## src/rtl/tdc_pkg.sv

```systemverilog
// Shared types for the TDC quadrature counter reader: FSM states, result encoding, counter width helper.
// Pure declarations; no timing or flow control of its own.
package tdc_pkg;

    typedef enum logic [2:0] {
        IDLE,
        CLEAR,
        WINDOW,
        WAIT_VAL,
        SETTLE,
        SAMPLE,
        OUT
    } state_t;

    localparam logic RESULT_OK  = 1'b0;
    localparam logic RESULT_ERR = 1'b1;

    localparam int MIN_SYNC_STAGES = 2;

    // Bits needed to hold 0..max_val; never less than one bit.
    function automatic int cnt_w(input int max_val);
        return (max_val < 1) ? 1 : $clog2(max_val + 1);
    endfunction

endpackage

```

## src/rtl/bit_synchronizer.sv

```systemverilog
// Multi-flop synchronizer for a single asynchronous level into the clk domain.
// Latency: STAGES clk cycles (at least two); no backpressure.
module bit_synchronizer
    import tdc_pkg::*;
#(
    parameter int STAGES = 2
) (
    input  logic clk,
    input  logic reset,
    input  logic d,
    output logic q
);

    localparam int N = (STAGES < MIN_SYNC_STAGES) ? MIN_SYNC_STAGES : STAGES;

    logic [N-1:0] sync_q;

    always_ff @(posedge clk or negedge reset) begin
        if (!reset) begin
            sync_q <= '0;
        end else begin
            sync_q <= {sync_q[N-2:0], d};
        end
    end

    assign q = sync_q[N-1];

endmodule

```

## src/rtl/tdc_quad_reader.sv

```systemverilog
// Runs one TDC measurement per start: clear, timed enable window, wait for has-value, stable capture.
// Latency: window + sync + settle + sample pairs; result held on out_valid until out_ready.
module tdc_quad_reader
    import tdc_pkg::*;
#(
    parameter int BIT_COUNT      = 32,
    parameter int WIN_W          = 16,
    parameter int SYNC_STAGES    = 2,
    parameter int SETTLE_CYCLES  = 2,
    parameter int TIMEOUT_CYCLES = 1024,
    parameter int MAX_RETRY      = 3
) (
    input  logic                 clk,
    input  logic                 reset,
    input  logic                 start,
    input  logic [WIN_W-1:0]     window_len,
    output logic                 busy,
    output logic                 tdc_enable,
    output logic                 tdc_clear,
    input  logic [BIT_COUNT-1:0] tdc_count,
    input  logic                 tdc_has_value,
    output logic                 out_valid,
    input  logic                 out_ready,
    output logic [BIT_COUNT-1:0] out_count,
    output logic                 out_error
);

    localparam int TO_W = cnt_w(TIMEOUT_CYCLES);
    localparam int ST_W = cnt_w(SETTLE_CYCLES);
    localparam int RT_W = cnt_w(MAX_RETRY);

    state_t               state, next_state;
    logic [WIN_W-1:0]     win_len, win_cnt;
    logic [TO_W-1:0]      to_cnt;
    logic [ST_W-1:0]      settle_cnt;
    logic [RT_W-1:0]      retry_cnt;
    logic                 phase;
    logic                 seen_low;
    logic                 has_sync;
    logic                 sample_match;
    logic [BIT_COUNT-1:0] s0;

    bit_synchronizer #(
        .STAGES(SYNC_STAGES)
    ) u_has_sync (
        .clk  (clk),
        .reset(reset),
        .d    (tdc_has_value),
        .q    (has_sync)
    );

    // Second sample of a pair is compared straight off the port and registered into out_count.
    assign sample_match = phase && (s0 == tdc_count);

    always_comb begin
        next_state = state;
        case (state)
            IDLE:     if (start) next_state = CLEAR;
            CLEAR:    next_state = WINDOW;
            WINDOW:   if (win_cnt == win_len - WIN_W'(1)) next_state = WAIT_VAL;
            WAIT_VAL: begin
                if (has_sync && seen_low) begin
                    next_state = (SETTLE_CYCLES == 0) ? SAMPLE : SETTLE;
                end else if (to_cnt == TO_W'(TIMEOUT_CYCLES - 1)) begin
                    next_state = OUT;
                end
            end
            SETTLE:   if (settle_cnt == ST_W'(SETTLE_CYCLES - 1)) next_state = SAMPLE;
            SAMPLE:   if (phase && (sample_match || retry_cnt == RT_W'(MAX_RETRY))) next_state = OUT;
            OUT:      if (out_ready) next_state = IDLE;
            default:  next_state = IDLE;
        endcase
    end

    always_ff @(posedge clk or negedge reset) begin
        if (!reset) begin
            state      <= IDLE;
            win_len    <= '0;
            win_cnt    <= '0;
            to_cnt     <= '0;
            settle_cnt <= '0;
            retry_cnt  <= '0;
            phase      <= 1'b0;
            seen_low   <= 1'b0;
            s0         <= '0;
            tdc_enable <= 1'b0;
            tdc_clear  <= 1'b1;
            out_count  <= '0;
            out_error  <= RESULT_OK;
        end else begin
            state      <= next_state;
            tdc_enable <= (next_state == WINDOW);
            tdc_clear  <= (next_state == CLEAR);

            if (state == IDLE && start) begin
                win_len <= (window_len == '0) ? WIN_W'(1) : window_len;
            end

            if (state == WINDOW && next_state == WINDOW) begin
                if (win_cnt != '1) win_cnt <= win_cnt + WIN_W'(1);
            end else begin
                win_cnt <= '0;
            end

            if (state == WAIT_VAL && next_state == WAIT_VAL) begin
                if (to_cnt != '1) to_cnt <= to_cnt + TO_W'(1);
            end else begin
                to_cnt <= '0;
            end

            if (state == SETTLE && next_state == SETTLE) begin
                if (settle_cnt != '1) settle_cnt <= settle_cnt + ST_W'(1);
            end else begin
                settle_cnt <= '0;
            end

            // A flag left high by the previous measurement must drop before it is trusted.
            if (state == IDLE) begin
                seen_low <= 1'b0;
            end else if (!has_sync) begin
                seen_low <= 1'b1;
            end

            if (state != SAMPLE) begin
                phase     <= 1'b0;
                retry_cnt <= '0;
            end else if (!phase) begin
                s0    <= tdc_count;
                phase <= 1'b1;
            end else begin
                phase <= 1'b0;
                if (retry_cnt != '1) retry_cnt <= retry_cnt + RT_W'(1);
            end

            if (state == WAIT_VAL && next_state == OUT) begin
                out_count <= '0;
                out_error <= RESULT_ERR;
            end else if (state == SAMPLE && next_state == OUT) begin
                out_count <= tdc_count;
                out_error <= sample_match ? RESULT_OK : RESULT_ERR;
            end
        end
    end

    assign busy      = (state != IDLE);
    assign out_valid = (state == OUT);

endmodule
```

## config.mk

```make
export PLATFORM = sky130hd
export DESIGN_NAME = tdc_quad_reader
export DESIGN_NICKNAME = d
export VERILOG_FILES = /design/src/rtl/tdc_pkg.sv /design/src/rtl/bit_synchronizer.sv /design/src/rtl/tdc_quad_reader.sv
export SDC_FILE = /design/constraint.sdc
export NUM_CORES = 1
export LEC_CHECK = 0
export ABC_AREA = 1
export CORE_MARGIN = 2
export CORE_UTILIZATION = 55
export CTS_BUF_LIST = sky130_fd_sc_hd__clkbuf_2
export DETAILED_ROUTE_END_ITERATION = 10
export PLACE_DENSITY = 0.88
export SLEW_MARGIN = 30
export SYNTH_ARGS = -nofsm -noshare
export SYNTH_HDL_FRONTEND = slang
export SYNTH_SLANG_ARGS = --single-unit
```

## constraint.sdc

```tcl
create_clock -name clk -period 4.5 [get_ports clk]
set_clock_uncertainty 0.1 [all_clocks]
set_input_delay 0.675 -clock clk [delete_from_list [all_inputs] [get_ports clk]]
set_output_delay 0.675 -clock clk [all_outputs]
set_load 0.005 [all_outputs]
```

== Word-level counts from Yosys, hierarchy flattened ==
Cells that the tools add are included.

* Bits in registers: 121
* Bits in writable memories: 0
* Bits in latches: 0
* Memory bits (read-only): 0
* Memories kept: 0
* Bits of input ports: 53
* Logic and storage cells: 91
* Output and inout port bits: 37

* Muxes and demuxes: 27
* Add/subtract/negate cells: 5
* Order comparisons: 0
* Multiply operators: 0
* Eq/ne operators: 25
* Shifts and indexed selects: 0
* Divide/modulo/power cells: 0
* Bitwise gates (word level): 2
* Reductions and logical operators: 18

{| class="wikitable"
|+ Operator list
! kind !! number
|-
| 32-bit 2-to-1 mux || 2
|-
| 16-bit 2-to-1 mux || 3
|-
| 32-bit == test || 1
|-
| 11-bit 2-to-1 mux || 2
|-
| 3-bit 2-to-1 mux || 7
|-
| 3-bit case mux with 7 select lines || 1
|-
| 16-bit by 1-bit adder with 16-bit output, second input constant || 1
|-
| 16-bit == test || 1
|-
| 16-bit logical NOT || 1
|-
| 16-bit inequality test, second input constant || 1
|-
| 16-bit by 1-bit subtractor with 16-bit output, second input constant || 1
|-
| 3-bit == test, second input constant || 5
|-
| 3-bit by 2-bit == test with 1-bit output, second input constant || 4
|-
| 11-bit by 1-bit adder with 11-bit output, second input constant || 1
|-
| 11-bit by 10-bit == test with 1-bit output, second input constant || 1
|-
| 11-bit inequality test, second input constant || 1
|-
| 2-bit 2-to-1 mux || 5
|-
| 1-bit logical AND || 9
|-
| 1-bit 2-to-1 mux || 7
|-
| 3-bit by 1-bit == test with 1-bit output, second input constant || 2
|-
| 2-bit by 1-bit inequality test with 1-bit output, second input constant || 3
|-
| 2-bit inequality test, second input constant || 3
|-
| 2-bit nonzero test || 3
|-
| 2-bit by 1-bit adder with 2-bit output, second input constant || 2
|-
| 8 further kinds || 10
|}

== Depth between registers and ports, before layout ==
Gate-level depths: netlist (run 1).

* Depth in word-level cells: 10
* Depth in mapped cells: 18
* Gate-level depth less buffers: 17

== Modules after synthesis ==
From an unflattened synthesis (run 1), not the netlist that was laid out.

* Cells, all modules: 873
* Area, all modules: 6567.5 µm²

{| class="wikitable"
|+ By module, submodules not included
! module !! times used !! cells an instance !! area an instance (µm²) !! seq. area each (µm²)
|-
| tdc_quad_reader || 1 || 871 || 6517.5 || 2979.1
|-
| bit_synchronizer || 1 || 2 || 50.0 || 50.0
|}

== Worst setup path after synthesis (run 1) ==
Ideal clock, no wire load.

* Path type: input to register
* Start point: in tdc_count[4]
* End point: reg out_count[17]
* Setup time: 116 ps
* Arrival time: 1984 ps
* Path buffers: 1
* Path slack: 2299 ps
* Stages on the path: 13
* Data required time: 4284 ps
* Path through: xnor2_1 > nand2_1 > nor2_1 > nand2_1 > nor2_1 > nand2_1 > a21oi_1 > nor2_1 > nor2_4 > nand4_4 > buf_8 > nand2_1 > nand2_1

* Word-level cells in the longest chain between the ends: 9
* Elaborated cells on any way between the ends: 11
* Those cells by class: eq/ne: 2; mux: 3; reduce/logical: 6

{| class="wikitable"
|+ Ends and longest elaborated chain
! element !! line !! source
|-
| start: declaration || tdc_quad_reader.sv:20 || <nowiki>input logic [BIT_COUNT-1:0] tdc_count,</nowiki>
|-
| 32-bit == test * || tdc_quad_reader.sv:53 || <nowiki>assign sample_match = phase && (s0 == tdc_count);</nowiki>
|-
| 1-bit logical AND * || tdc_quad_reader.sv:53 ||
|-
| 1-bit logical OR * || tdc_quad_reader.sv:69 || <nowiki>SAMPLE: if (phase && (sample_match || retry_cnt == RT_W'(MAX_RETRY))) next_state = OUT;</nowiki>
|-
| 1-bit logical AND * || tdc_quad_reader.sv:69 ||
|-
| 3-bit 2-to-1 mux * || tdc_quad_reader.sv:69 ||
|-
| 3-bit case mux with 7 select lines * || tdc_quad_reader.sv:57 || <nowiki>case (state)</nowiki>
|-
| 3-bit == test * || tdc_quad_reader.sv:135, tdc_quad_reader.sv:138 ||
|-
| 1-bit logical AND, on equally long branches || tdc_quad_reader.sv:135, tdc_quad_reader.sv:138 ||
|-
| 32-bit 2-to-1 mux or 2-bit nonzero test (tied branches) || n/a ||
|-
| end signal: assignment || tdc_quad_reader.sv:139 || <nowiki>out_count <= tdc_count;</nowiki>
|-
| end: declaration || tdc_quad_reader.sv:24 || <nowiki>output logic [BIT_COUNT-1:0] out_count,</nowiki>
|}

Mark *: on every way between the ends. The rest lies on a longest branch, timed or not.
A chain may end at the register's enable or synchronous reset.

== Worst setup path in the final report (run 1) ==
* Start point: reg state[2]
* End point: reg out_count[14]

* Word-level cells in the longest chain between the ends: 6
* Elaborated cells on any way between the ends: 20
* Those cells by class: eq/ne: 7; mux: 9; reduce/logical: 4

{| class="wikitable"
|+ Ends and longest elaborated chain
! element !! line !! source
|-
| start: declaration || tdc_quad_reader.sv:32 || <nowiki>state_t state, next_state;</nowiki>
|-
| start signal: assignment || tdc_quad_reader.sv:91 || <nowiki>state <= next_state;</nowiki>
|-
| 3-bit 2-to-1 mux || tdc_quad_reader.sv:64 || <nowiki>end else if (to_cnt == TO_W'(TIMEOUT_CYCLES - 1)) begin</nowiki>
|-
| 3-bit 2-to-1 mux || tdc_quad_reader.sv:62 || <nowiki>if (has_sync && seen_low) begin</nowiki>
|-
| 3-bit case mux with 7 select lines || tdc_quad_reader.sv:57 ||
|-
| 3-bit == test || tdc_quad_reader.sv:135, tdc_quad_reader.sv:138 ||
|-
| 1-bit logical AND, on equally long branches || tdc_quad_reader.sv:135, tdc_quad_reader.sv:138 ||
|-
| 32-bit 2-to-1 mux or 2-bit nonzero test (tied branches) || n/a ||
|}

Parallel ways exist; a longest one is shown, timed or not.

==> results.sh, run 1 <==
export IMPL_crit_required_ns=4.94
export IMPL_cp_startpoint="state[2]"
export IMPL_crit_chain="inv_1 > nand2_1 > inv_2 > nand2_2 > inv_2 > a31o_1 > nor2_1 > nand2_2 > nor2_4 > nand4_4 > nand2_1 > nand2_1"
export IMPL_final_nets=1018
export IMPL_cts_resized_gates=0
export IMPL_met3_usage_pct=6.97
export IMPL_grt_overflow_total=0
export IMPL_critPathBufInv=3
export IMPL_arrival_ns=3.24
export IMPL_fin_crit_ns=2.80
export IMPL_vdd_drop_max_v=0.000405
export IMPL_utilization_pct=67.3
export IMPL_synth_top_area_share_pct=46.2
export IMPL_clockBufferDepth=2
export IMPL_crit_path_top_delay_cell="dfrtp_1"
export IMPL_worst_path_stages=12
export IMPL_drive_gt1_share_pct=7.53
export IMPL_die_area_um2=12700
export IMPL_coreArea_um2=11500
export IMPL_synthTopCellsByArea="dfrtp_1 46%, nand2_1 18%, inv_1 5.5%"
export IMPL_r2r_end="out_count[14]"
export IMPL_synthXorXnorAreaFrac_pct=5.66
export IMPL_grt_max_degree=72
export IMPL_synth_edf_count=0
export IMPL_synth_cells=864
export IMPL_fin_crit_sh_pct=62.3
export IMPL_critical_path_most_common_cell="nand2_1"
export IMPL_synth_cell_types=38
export IMPL_worstSetupPathType="reg2reg"
export IMPL_vias_per_cell=5.11
export IMPL_cts_root_buf="clkbuf_2"
export IMPL_first_iter_violations=377
export IMPL_worst_pin_slew_ns=0.702
export IMPL_r2r_start="state[2]"
export IMPL_final_max_slew_viol_count=0
export IMPL_grt_busiest_layer="met2"
export IMPL_synth_fa_ha_area_share_pct=1.16
export IMPL_rsz0062_at_grt="no"
export IMPL_clk_pin_slew_worst_paths_ns=0.17
export IMPL_rows=39
export IMPL_critPathCapture="out_count[14]"
export IMPL_clk_latency_ns=0.65
export IMPL_seq_power_share_pct=45.0
export IMPL_cp_start_kind="register"
export IMPL_yosysSeqAreaShare_pct=46.6
export IMPL_die_x_um=113
export IMPL_remaining_drc_errors=0
export IMPL_ys_warn_count=0
export IMPL_hold_violations=0
export IMPL_max_stage_delay_ns=0.49
export IMPL_grt_pass1_vias=5472
export IMPL_use_met2_pct=40.8
export IMPL_die_h_um=113
export IMPL_p_clk_share_pct=18.7
export IMPL_pre_cts_slack_ns=1.11
export IMPL_p_sw_w=0.00137
export IMPL_synth_cell_area_um2=6490
export IMPL_clock_fmax_mhz=357
export IMPL_cp_top_family="simple AND/OR/NAND/NOR gates"
export IMPL_syn_avg_cell_area_um2=7.52
export IMPL_grt_pass1_wl_um=24700
export IMPL_antenna_left=0
export IMPL_start_util_pct=56.6
export IMPL_port_buffer_count=89
export IMPL_synth_async_reset_ratio_pct=100
export IMPL_ys_flop_type="dfrtp_1"
export IMPL_cts_sinks=121
export IMPL_relSlewSlack_pct=52.7
export IMPL_worstPathMaxFanout=33
export IMPL_hold_depth=0
export IMPL_switching_share_pct=40.2
export IMPL_grt_usage_pct=24.1
export IMPL_antenna_found_initial=1
export IMPL_routed_wl_um=14300
export IMPL_cts_made_buffers=17
export IMPL_htreeDepth=4
export IMPL_dp_hpwl_um=10500
export IMPL_synthSimpleGateAreaFrac_pct=33.5
export IMPL_num_vias=5691
export IMPL_status="finished, final reports clean"
export IMPL_synth_mux_area_share_pct=0
export IMPL_drv_cap=0
export IMPL_wl_per_cell_um=12.8
export IMPL_power_internal_w=0.00204
export IMPL_cts_tree="built"
export IMPL_area_delta_synth_final_pct=18.8
export IMPL_power_leakage_nw=3.78
export IMPL_worstSetupEndpointType="register"
export IMPL_synth_compound_area_share_pct=5.63
export IMPL_setup_viol=0
export IMPL_drtPass1Iterations=5
export IMPL_io_pins=90
export IMPL_ff2ff_setup_slack_ns=1.70
export IMPL_syn_nets=923
export IMPL_setup_ws_ns=1.70
export IMPL_yosysTopAreaCell="dfrtp_1"
export IMPL_min_path_type="reg2reg"
export IMPL_pwr_density_cell_nw_per_um2=443
export IMPL_ys_seq_elements=121
export IMPL_routabilityCongestion=0.869
export IMPL_synth_top_family_by_area="simple AND/OR/NAND/NOR gates"
export IMPL_setup_tns_final_ns=0
export IMPL_met1_usage_pct=30.1
export IMPL_r2r_cells=12
export IMPL_p_comb_share_pct=36.3
layout make-up:
class                      instances  area, µm²
antenna                            1       2.50
tap                              143        179
inverter                         102        383
clock inverter                    10        105
clock buffer                      20        100
multi-input combinational        624       2990
fill                             985       3750
timing repair buffer              93        925
sequential                       121       3030
per-layer routing:
metal  up-vias  routed length [µm]
met5         -                   0
met4         0                 167
met3        15                 765
met2       139                7090
met1      2652                6270
li1       2885                   -
registers in the layout, indices dropped and copies added (netlist names), 3 cells and up:
signal and flops:
to_cnt 11, out_count 32, win_cnt 16, s0 32, win_len 16, state 3
cell families (layout without fill, tap and decap cells):
family	after synthesis	count (layout)
xor+xnor	42	42
other cells	0	1
flops	121	121
compound gates	68	68
simple gates	508	508
fa+ha+maj	6	6
buf+inv	119	225
worst min-delay path by stage:
stage                                     from                    to  slack [ns]
final                     u_has_sync.sync_q[0]  u_has_sync.sync_q[1]        0.31
after global routing             tdc_has_value  u_has_sync.sync_q[0]        0.24
after CTS                        tdc_has_value  u_has_sync.sync_q[0]        0.30
after detailed placement  u_has_sync.sync_q[0]  u_has_sync.sync_q[1]        0.27
after global placement    u_has_sync.sync_q[0]  u_has_sync.sync_q[1]        0.27
after floorplan           u_has_sync.sync_q[0]  u_has_sync.sync_q[1]        0.23
through the flow:
| step | std cells | power (W) | hold WS [ns] | instance area, µm² |
|---|---|---|---|---|
| CTS | 1113 | 0.00343 | 0.295 | 7710 |
| global route | 1114 | 0.00371 | 0.241 | 7710 |
| global placement | 1082 | 0.00272 | 0.273 | 7490 |
| finish | 1114 | 0.00341 | 0.307 | 7710 |
| detailed placement | 1082 | 0.00278 | 0.274 | 7490 |
| floorplan | 864 | 0.00244 | 0.231 | 6490 |
layout by cell type, fill, tap and decap left out, types with 2 or more instances in the layout:
cell and count:
nand3_1 39, o21ai_0 52, buf_4 3, a211oi_1 2, nor4_1 7, clkinv_1 3, nor2_4 4, inv_2 6
inv_1 95, and2_1 2, nand2_2 9, nor2_1 81, nand4_4 2, nor2_2 15, bufinv_16 2, nand4_1 8
clkbuf_2 20, nand3b_1 4, xor2_1 22, clkdlybuf4s50_1 88, nor3_1 15, dfrtp_1 120, nand2_1 317, clkinvlp_4 3
xnor2_1 20, ha_1 6, clkinv_2 3, a21oi_1 9
cells in the mapped netlist (2+ instances only):
master and n:
a21oi_1 9, nor2_1 82, o21ai_0 52, nor2_2 15, inv_2 5, xnor2_1 20
ha_1 6, inv_1 96, buf_6 3, nor4_1 7, nand3b_1 4, nand4_1 8
nor2_4 3, nand2_2 9, clkbuf_1 11, nand4_4 2, nor3_1 15, xor2_1 22
a211oi_1 2, and2_1 2, nand3_1 39, dfrtp_1 120, nand2_1 317
timing repair:
item	CTS	global route
setup buffers	0	0
endpoints found under the hold margin	2	0
hold buffers	1	0
power by group through the flow:
stage,sequential [W],clock [W],combinational [W]
3_3_place_gp,0.00154,0,0.00118
6_report,0.00154,0.000637,0.00124
2_1_floorplan,0.00150,0,0.000934
4_1_cts,0.00153,0.000656,0.00124
3_5_place_dp,0.00155,0,0.00123
5_1_grt,0.00156,0.000715,0.00143
Power figures use the tool's default switching activity.
==> run 2, diff against run 1 <==
Clock period 4.5 ns to 2.75 ns, I/O delays scaled along.
==> run 2 against run 1 <==
Worst hold slack got worse by 0.15 ns. First-iteration DRC count is 16% lower. Critical path depth fell by 9. Sequential power up 63%. Die area unchanged. Combinational power increased by 71%. Critical endpoint is now out_valid. Largest power group unchanged. Highest routed layer unchanged.
==> results.sh, run 2 (same netlist as run 1, synthesis figures left out) <==
export IMPL_final_cell_mix="317 x nand2_1, 120 x dfrtp_1, 96 x inv_1"
export IMPL_critPathBufInv=2
export IMPL_cp_start_kind="register"
export IMPL_cp_top_family="buffers and inverters"
export IMPL_rows=39
export IMPL_num_vias=5770
export IMPL_worst_pin_slew_ns=0.665
export IMPL_clock_fmax_mhz=397
export IMPL_grt_overflow_total=0
export IMPL_power_internal_w=0.00341
export IMPL_grt_usage_pct=24.3
export IMPL_dp_hpwl_um=10700
export IMPL_max_stage_delay_ns=0.55
export IMPL_vdd_drop_max_v=0.000499
export IMPL_crit_required_ns=2.24
export IMPL_grt_pass1_vias=5549
export IMPL_final_nets=1034
export IMPL_antenna_left=0
export IMPL_instances_no_fill=1128
export IMPL_antenna_found_initial=0
export IMPL_area_delta_synth_final_pct=21.3
export IMPL_cts_resized_gates=0
export IMPL_switching_share_pct=39.5
export IMPL_first_iter_violations=315
export IMPL_clk_latency_ns=0.70
export IMPL_fin_crit_ns=2.52
export IMPL_hold_violations=0
export IMPL_setup_viol=0
export IMPL_diodes=0
export IMPL_relSlewSlack_pct=55.7
export IMPL_drive_gt1_share_pct=8.43
export IMPL_cts_root_buf="clkbuf_2"
export IMPL_placedCellCount=1097
export IMPL_cts_sinks=121
export IMPL_drv_cap=0
export IMPL_htreeDepth=4
export IMPL_clk_pin_slew_worst_paths_ns=0.18
export IMPL_crit_chain="inv_1 > nor3_1 > clkdlybuf4s50_1"
export IMPL_p_clk_share_pct=17.9
export IMPL_drtPass1Iterations=5
export IMPL_coreArea_um2=11500
export IMPL_grt_pass1_wl_um=24900
export IMPL_worstSetupPathType="reg2out"
export IMPL_worstSetupEndpointType="output pin"
export IMPL_crit_path_top_delay_cell="clkdlybuf4s50_1"
export IMPL_worstPathMaxFanout=7
export IMPL_final_max_slew_viol_count=0
export IMPL_arrival_ns=2.01
export IMPL_status="finished, final reports clean"
export IMPL_die_h_um=113
export IMPL_seq_power_share_pct=44.6
export IMPL_die_x_um=113
export IMPL_vias_per_cell=5.12
export IMPL_power_leakage_nw=3.88
export IMPL_grt_max_degree=53
export IMPL_total_power_w=0.00564
export IMPL_rsz0062_at_grt="no"
export IMPL_port_buffer_count=89
export IMPL_start_util_pct=56.6
export IMPL_p_sw_w=0.00223
export IMPL_cts_tree="built"
export IMPL_io_pins=90
export IMPL_p_comb_share_pct=37.5
export IMPL_routed_wl_um=14400
export IMPL_pwr_density_cell_nw_per_um2=716
export IMPL_clockBufferDepth=2
export IMPL_final_common_cell="nand2_1"
export IMPL_routabilityCongestion=0.855
export IMPL_cts_made_buffers=17
export IMPL_postCtsSetupBuffers=0
export IMPL_fin_crit_sh_pct=91.7
export IMPL_reg_top3="out_count: 32 flops, s0: 32 flops"
export IMPL_min_path_type="in2async"
export IMPL_wl_per_cell_um=12.8
export IMPL_die_area_um2=12700
export IMPL_remaining_drc_errors=0
run 2: cell count changes in the layout (fill, tap and decap cells not counted):
cell | before | now
clkinvlp_4 | 3 | 0
inv_2 | 6 | 5
buf_4 | 3 | 14
inv_1 | 95 | 96
buf_6 | 1 | 0
clkbuf_2 | 20 | 22
diode_2 | 1 | 0
clkinv_2 | 3 | 0
clkinv_1 | 3 | 6
buf_12 | 0 | 5
dlygate4sd3_1 | 1 | 2
run 2: worst paths after layout:
check                                startpoint  depth (start not counted)  slack [ns]                    to
min in group clk                 window_len[15]                          3        0.17           win_len[15]
max in group asynchronous                 reset                          3        1.66           win_len[13]
setup reg to reg                     win_len[0]                         18        0.28         out_count[15]
hold reg to reg            u_has_sync.sync_q[0]                          0        0.33  u_has_sync.sync_q[1]
hold / removal                            reset                          2        0.15             to_cnt[5]
setup / recovery                       state[2]                          3        0.23             out_valid
run 2: power groups by stage:
stage	clock network (W)	logic, W	registers [W]
final	0.00101	0.00212	0.00251
after detailed placement	0	0.00212	0.00253
after global placement	0	0.00203	0.00252
after floorplan	0	0.00153	0.00246
after global routing	0.00111	0.00243	0.00256
after CTS	0.00103	0.00212	0.00251
run 2: layer usage:
metal	vias to the layer above	share of wire (%)	GRT usage [%]
met5	-	0	0
met4	0	1.8	9.76
met3	23	4.8	6.05
met2	133	48	39.7
met1	2708	45	31.3
li1	2906	-	-
run 2: metrics by stage:
stage	hold slack [ns]	util [%]	TNS, ns	instance area (µm²)	setup slack, ns
2_1_floorplan	0.0169	-	0	6490	0.589
3_3_place_gp	0.274	66.9	0	7670	0.0303
6_report	0.152	68.7	0	7880	0.229
3_5_place_dp	0.283	66.9	-1.10	7670	-0.0547
5_1_grt	0.154	68.7	0	7880	0.0497
4_1_cts	0.123	68.7	0	7880	0.197
run 2: area by class of cell:
type / instances / area (µm²)
clock buffer: 22 / 110
clock inverter: 7 / 78.8
fill: 920 / 3590
inverter: 102 / 383
multi-input combinational: 624 / 2990
sequential: 121 / 3030
tap: 143 / 179
timing repair buffer: 109 / 1110
run 2: repair_timing:
action                                  4_1_cts  5_1_grt
endpoints found under the hold margin        50        0
hold buffers                                  2        0
endpoints found under the setup margin        0        0
